$ cat src/rtl/buttfly_err_acc.sv
// rtl/buttfly_err_acc.sv - streaming accuracy monitor for a butterfly partition
// Two-stage pipeline: per-sample distance metrics, then windowed accumulation.
module buttfly_err_acc #(
  parameter int          W      = 10,
  parameter int          CNT_W  = 16,
  parameter int unsigned SIGNED = 1
) (
  input  logic                   clk,
  input  logic                   rst,
  input  logic                   start,
  input  logic [CNT_W-1:0]       win_len,
  input  logic                   in_valid,
  input  logic [W-1:0]           exact,
  input  logic [W-1:0]           approx,
  output logic                   busy,
  output logic                   done,
  output logic [CNT_W-1:0]       err_cnt,
  output logic [W+CNT_W:0]       sum_ed,
  output logic [W:0]             max_ed,
  output logic [CNT_W+3:0]       sum_hd
);

  localparam int ED_W  = W + 1;
  localparam int SED_W = W + 1 + CNT_W;
  localparam int SED_X = SED_W + 1;
  localparam int SHD_W = CNT_W + 4;
  localparam int SHD_X = SHD_W + 1;
  localparam int HD_W  = $clog2(W + 1);

  localparam logic [1:0] ST_IDLE  = 2'd0;
  localparam logic [1:0] ST_RUN   = 2'd1;
  localparam logic [1:0] ST_DRAIN = 2'd2;
  localparam logic [1:0] ST_DONE  = 2'd3;

  logic [1:0]       state_q, state_d;
  logic [CNT_W-1:0] len_q, len_d;
  logic [CNT_W-1:0] cnt_q, cnt_d;

  logic             s1_vld_q, s1_vld_d;
  logic [ED_W-1:0]  s1_ed_q, s1_ed_d;
  logic             s1_neq_q, s1_neq_d;
  logic [HD_W-1:0]  s1_hd_q, s1_hd_d;

  logic [CNT_W-1:0] err_cnt_q, err_cnt_d;
  logic [SED_W-1:0] sum_ed_q, sum_ed_d;
  logic [ED_W-1:0]  max_ed_q, max_ed_d;
  logic [SHD_W-1:0] sum_hd_q, sum_hd_d;

  logic             start_ok;
  logic             accept;
  logic [CNT_W-1:0] cnt_inc;

  logic [ED_W-1:0]  ex_ext, ap_ext, diff;
  logic [W-1:0]     xr;
  logic [SED_X-1:0] sed_sum;
  logic [SHD_X-1:0] shd_sum;

  assign start_ok = start && (state_q == ST_IDLE || state_q == ST_DONE);
  assign accept   = in_valid && (state_q == ST_RUN);
  assign cnt_inc  = cnt_q + CNT_W'(1);

  // Control: the window closes on the cycle the last sample is accepted.
  always_comb begin
    state_d = state_q;
    len_d   = len_q;
    cnt_d   = cnt_q;
    case (state_q)
      ST_IDLE, ST_DONE: begin
        if (start) begin
          state_d = ST_RUN;
          len_d   = (win_len == '0) ? CNT_W'(1) : win_len;
          cnt_d   = '0;
        end
      end
      ST_RUN: begin
        if (in_valid) begin
          cnt_d = cnt_inc;
          if (cnt_inc == len_q) state_d = ST_DRAIN;
        end
      end
      ST_DRAIN: begin
        // Stage 2 has already committed the last sample once stage 1 is empty.
        if (!s1_vld_q) state_d = ST_DONE;
      end
      default: state_d = ST_IDLE;
    endcase
  end

  // Stage 1: distance metrics computed with one extra bit so |diff| never wraps.
  always_comb begin
    if (SIGNED != 0) begin
      ex_ext = {exact[W-1], exact};
      ap_ext = {approx[W-1], approx};
    end else begin
      ex_ext = {1'b0, exact};
      ap_ext = {1'b0, approx};
    end
    diff     = ex_ext - ap_ext;
    s1_ed_d  = diff[W] ? ((~diff) + ED_W'(1)) : diff;
    s1_neq_d = (exact != approx);
    xr       = exact ^ approx;
    s1_hd_d  = '0;
    for (int i = 0; i < W; i++) begin
      s1_hd_d = s1_hd_d + HD_W'(xr[i]);
    end
    s1_vld_d = accept;
  end

  // Stage 2: saturating accumulation; a start clears the whole window.
  always_comb begin
    err_cnt_d = err_cnt_q;
    sum_ed_d  = sum_ed_q;
    max_ed_d  = max_ed_q;
    sum_hd_d  = sum_hd_q;
    sed_sum   = {1'b0, sum_ed_q} + SED_X'(s1_ed_q);
    shd_sum   = {1'b0, sum_hd_q} + SHD_X'(s1_hd_q);
    if (start_ok) begin
      err_cnt_d = '0;
      sum_ed_d  = '0;
      max_ed_d  = '0;
      sum_hd_d  = '0;
    end else if (s1_vld_q) begin
      err_cnt_d = err_cnt_q + CNT_W'(s1_neq_q);
      sum_ed_d  = sed_sum[SED_W] ? '1 : sed_sum[SED_W-1:0];
      sum_hd_d  = shd_sum[SHD_W] ? '1 : shd_sum[SHD_W-1:0];
      if (s1_ed_q > max_ed_q) max_ed_d = s1_ed_q;
    end
  end

  always_ff @(posedge clk or posedge rst) begin
    if (rst) begin
      state_q   <= ST_IDLE;
      len_q     <= '0;
      cnt_q     <= '0;
      s1_vld_q  <= 1'b0;
      s1_ed_q   <= '0;
      s1_neq_q  <= 1'b0;
      s1_hd_q   <= '0;
      err_cnt_q <= '0;
      sum_ed_q  <= '0;
      max_ed_q  <= '0;
      sum_hd_q  <= '0;
    end else begin
      state_q   <= state_d;
      len_q     <= len_d;
      cnt_q     <= cnt_d;
      s1_vld_q  <= s1_vld_d;
      s1_ed_q   <= s1_ed_d;
      s1_neq_q  <= s1_neq_d;
      s1_hd_q   <= s1_hd_d;
      err_cnt_q <= err_cnt_d;
      sum_ed_q  <= sum_ed_d;
      max_ed_q  <= max_ed_d;
      sum_hd_q  <= sum_hd_d;
    end
  end

  assign busy    = (state_q == ST_RUN) || (state_q == ST_DRAIN);
  assign done    = (state_q == ST_DONE);
  assign err_cnt = err_cnt_q;
  assign sum_ed  = sum_ed_q;
  assign max_ed  = max_ed_q;
  assign sum_hd  = sum_hd_q;

endmodule

$ cat config.mk
export PLATFORM = sky130hd
export DESIGN_NAME = buttfly_err_acc
export DESIGN_NICKNAME = d
export VERILOG_FILES = /design/src/rtl/buttfly_err_acc.sv
export SDC_FILE = /design/constraint.sdc
export NUM_CORES = 1
export LEC_CHECK = 0
export CAP_MARGIN = 20
export CORE_MARGIN = 2
export CORE_UTILIZATION = 30
export DETAILED_ROUTE_END_ITERATION = 7
export PLACE_DENSITY = 0.46
export SLEW_MARGIN = 0
export SYNTH_ARGS = -nofsm -noshare
export SYNTH_HDL_FRONTEND = slang
export SYNTH_SLANG_ARGS = --single-unit
$ cat constraint.sdc
create_clock -name clk -period 5 [get_ports clk]
set_clock_uncertainty 0.1 [all_clocks]
set_input_delay 0.75 -clock clk [delete_from_list [all_inputs] [get_ports clk]]
set_output_delay 0.75 -clock clk [all_outputs]
set_load 0.05 [all_outputs]
==> impl_metrics.json <==
{
  "synthMuxAreaShare": 0.0236,
  "clk_path_buf_depth": 2,
  "synthAdderAreaFrac": 0.0988,
  "grt_util_all_layers": 0.158,
  "synthArstFlopShare": 1.00,
  "cts_resized": 0,
  "stdcell_count": 1293,
  "clkSinkCount": 125,
  "setup_viol": 0,
  "fmax_mhz": 266,
  "max_cap_viol_count": 0,
  "yosysSeqAreaShare": 0.409,
  "clk_latency_ps": 420,
  "fin_nets": 1045,
  "hold_depth": 1,
  "h-tree-depth": 4,
  "row_count": 58,
  "via_per_inst": 4.92,
  "synth_top_area_share": 0.409,
  "start_util": 0.305,
  "grt.met3_usage": 0.0335,
  "status": "completed",
  "synth_seq_cells": 125,
  "portBuffers": 115,
  "synth_compound_area_frac": 0.173,
  "grt_first_pass_wirelength_um": 33400,
  "clk_pin_slew_ps": 60,
  "netlist_instances": 839,
  "chipHeight_um": 164,
  "cts_tree": "built",
  "min-delay-start": "cnt_q[15]",
  "wl_per_cell_um": 15.7,
  "grt_max_degree": 68,
  "rsz0062_at_grt": "false",
  "arrival_ps": 3950,
  "ctsRootBufferMaster": "clkbuf_16",
  "dpl.cell_count": 1261,
  "synth_top_flop_cell": "dfrtp_1",
  "hpwlAfterDp_um": 14800,
  "slew_headroom": 0.433,
  "die_w_um": 164,
  "fin_crit_ps": 3750,
  "ir_drop_uv": 242,
  "hp-class": "flip-flop to flip-flop",
  "cp-start-kind": "primary input",
  "r2r-start": "s1_ed_q[1]",
  "yosys.area_share.simple": 0.188,
  "syn_nets": 934,
  "dr.pass1.iters": 4,
  "post_synth_num_cell_types": 66,
  "power_leakage_uw": 0.00429,
  "worst-slew-pin-transition_ps": 850,
  "cp_max_fo": 7,
  "post-route-drc-count": 0,
  "wirelength_um": 20200,
  "grt_antenna_before_repair": 0,
  "grt_pass1_vias": 6207,
  "num_vias": 6361,
  "setup_tns_ps": 0,
  "slew_violations": 0,
  "final_hold_viol_count": 0,
  "drive_above_1_share": 0.0571,
  "gp_congestion": 0.787,
  "grt-ovfl-total": 0,
  "r2r_slack_ps": 1770,
  "yosysWarnings": 0,
  "die-area_mm2": 0.0268,
  "grt_busiest_layer": "met2",
  "rr_worst_depth": 8,
  "ios": 116,
  "yosys-top-cells-area": "dfrtp_1 41%, ha_1 7.5%, o21ai_0 4.4%, nand2_1 4.3%, xnor2_1 3.7%",
  "yosysTopAreaCell": "dfrtp_1",
  "antenna_left": 0,
  "cts-buffers-inserted": 17,
  "synth_area_mm2": 0.00765,
  "end_kind": "flip-flop",
  "power_density_mw_per_mm2": 530,
  "grt_use_met2": 0.248,
  "antenna_cells": 0,
  "cp.required_ps": 5200,
  "min_to": "cnt_q[15]",
  "regToRegEndpoint": "sum_ed[18]",
  "hold_buffers": 0,
  "synth.avg_cell_area_um2": 9.12,
  "synth_edf_count": 0,
  "global_route.usage.met1": 0.221,
  "synth_top_family_by_area": "simple AND/OR/NAND/NOR gates",
  "drt_iter0_drc": 367,
  "min_period_over_period": 0.751,
  "coreArea_mm2": 0.0251,
  "cts_setup_buffers": 0,
  "areaGrowthSynthToFinish_pct": 28.1,
  "criticalPathCategory": "primary input to flip-flop",
  "synth_xor_area_frac": 0.0653
}
kinds of logic (layout without fill, tap and decap cells):
family,after synthesis,in the layout
flip-flops,125,125
adder cells (fa/ha/maj),55,55
XOR/XNOR,57,57
AND/OR/NAND/NOR,289,289
multiplexers,18,18
buffers and inverters,84,208
AO/OA/AOI/OAI,211,211
Yosys cell counts, drive strengths merged (8+ instances only):
cell,count
and2,8
clkbuf,24
nand3,26
inv,54
xnor2,32
nor3,24
a21o,9
dfrtp,125
nor2,68
xor2,25
a211oi,11
fa,9
nand4,15
a21oi,45
nand2,88
a31oi,31
ha,46
mux2i,18
and3,18
o21ai,69
or3,10
worst max-delay path by stage:
stage	startpoint	cells past startpoint	slack [ps]	end
5_1_grt	approx[3]	10	1140	s1_hd_q[2]
2_1_floorplan	rst	1	820	cnt_q[0]
3_5_place_dp	approx[3]	10	790	s1_hd_q[2]
4_1_cts	approx[3]	10	1240	s1_hd_q[2]
6_report	approx[3]	10	1250	s1_hd_q[2]
3_3_place_gp	approx[3]	10	800	s1_hd_q[2]
metrics by stage:
| stage | instance area [µm²] | hold WS, ps | utilization | setup slack, ps | total power, µW |
|---|---|---|---|---|---|
| 2_1_floorplan | 7650 | 360 | - | 822 | 3180 |
| 3_3_place_gp | 9150 | 386 | 0.365 | 803 | 3860 |
| 3_5_place_dp | 9170 | 393 | 0.365 | 790 | 3890 |
| 4_1_cts | 9800 | 404 | 0.390 | 1240 | 5270 |
| 5_1_grt | 9800 | 418 | 0.390 | 1140 | 5620 |
| 6_report | 9800 | 392 | 0.390 | 1250 | 5190 |
layer usage:
metal	share of wire	vias to the layer above
li1	-	3222
met4	0.013	0
met3	0.032	15
met5	0	-
met2	0.46	96
met1	0.49	3028
flip-flops by register name (all words and copies together), names as in the netlist:
signal	count
len_q	16
s1_ed_q	11
s1_vld_q	1
max_ed	11
sum_hd	20
sum_ed	27
cnt_q	16
err_cnt	16
s1_neq_q	1
state_q	2
s1_hd_q	4
power by group:
part | total, µW | internal, µW | switching, µW
Combinational | 2370 | 906 | 1470
Clock | 1350 | 844 | 503
Sequential | 1470 | 1240 | 231
worst max-delay path: stages:
cell and delay [ps]:
clkdlybuf4s50_1 450, inv_1 40, ha_1 380, fa_1 530
inv_1 60, fa_1 500, fa_1 490, ha_1 240
fa_1 380, xnor2_1 130
final cells by class:
class                           count  area (µm²)
Timing Repair Buffer              121        1210
Multi-Input combinational cell    630        4200
Clock inverter                     15         210
Sequential cell                   125        3130
Fill cell                        2588       15300
Tap cell                          330         413
Clock buffer                       17         425
Inverter                           55         209
layout by cell type (no fill, tap or decap), drive strengths merged, types with 3 or more instances in the layout:
master,count
a21o,9
nand3,26
o21ai,69
nor3,24
o21bai,3
clkbuf,17
inv,59
and3,18
clkinv,5
nor3b,3
clkdlybuf4s50,115
a21oi,45
or2,3
and2,8
o31ai,7
fa,9
buf,6
a211oi,11
nor2,68
a311oi,4
dfrtp,125
nand2,88
xnor2,32
nand4,15
ha,46
o21a,7
mux2i,18
nor4,6
or3,10
and4,5
bufinv,4
a31oi,31
o41ai,3
nand3b,3
nor2b,6
xor2,25
Power figures use the tool's default switching activity.
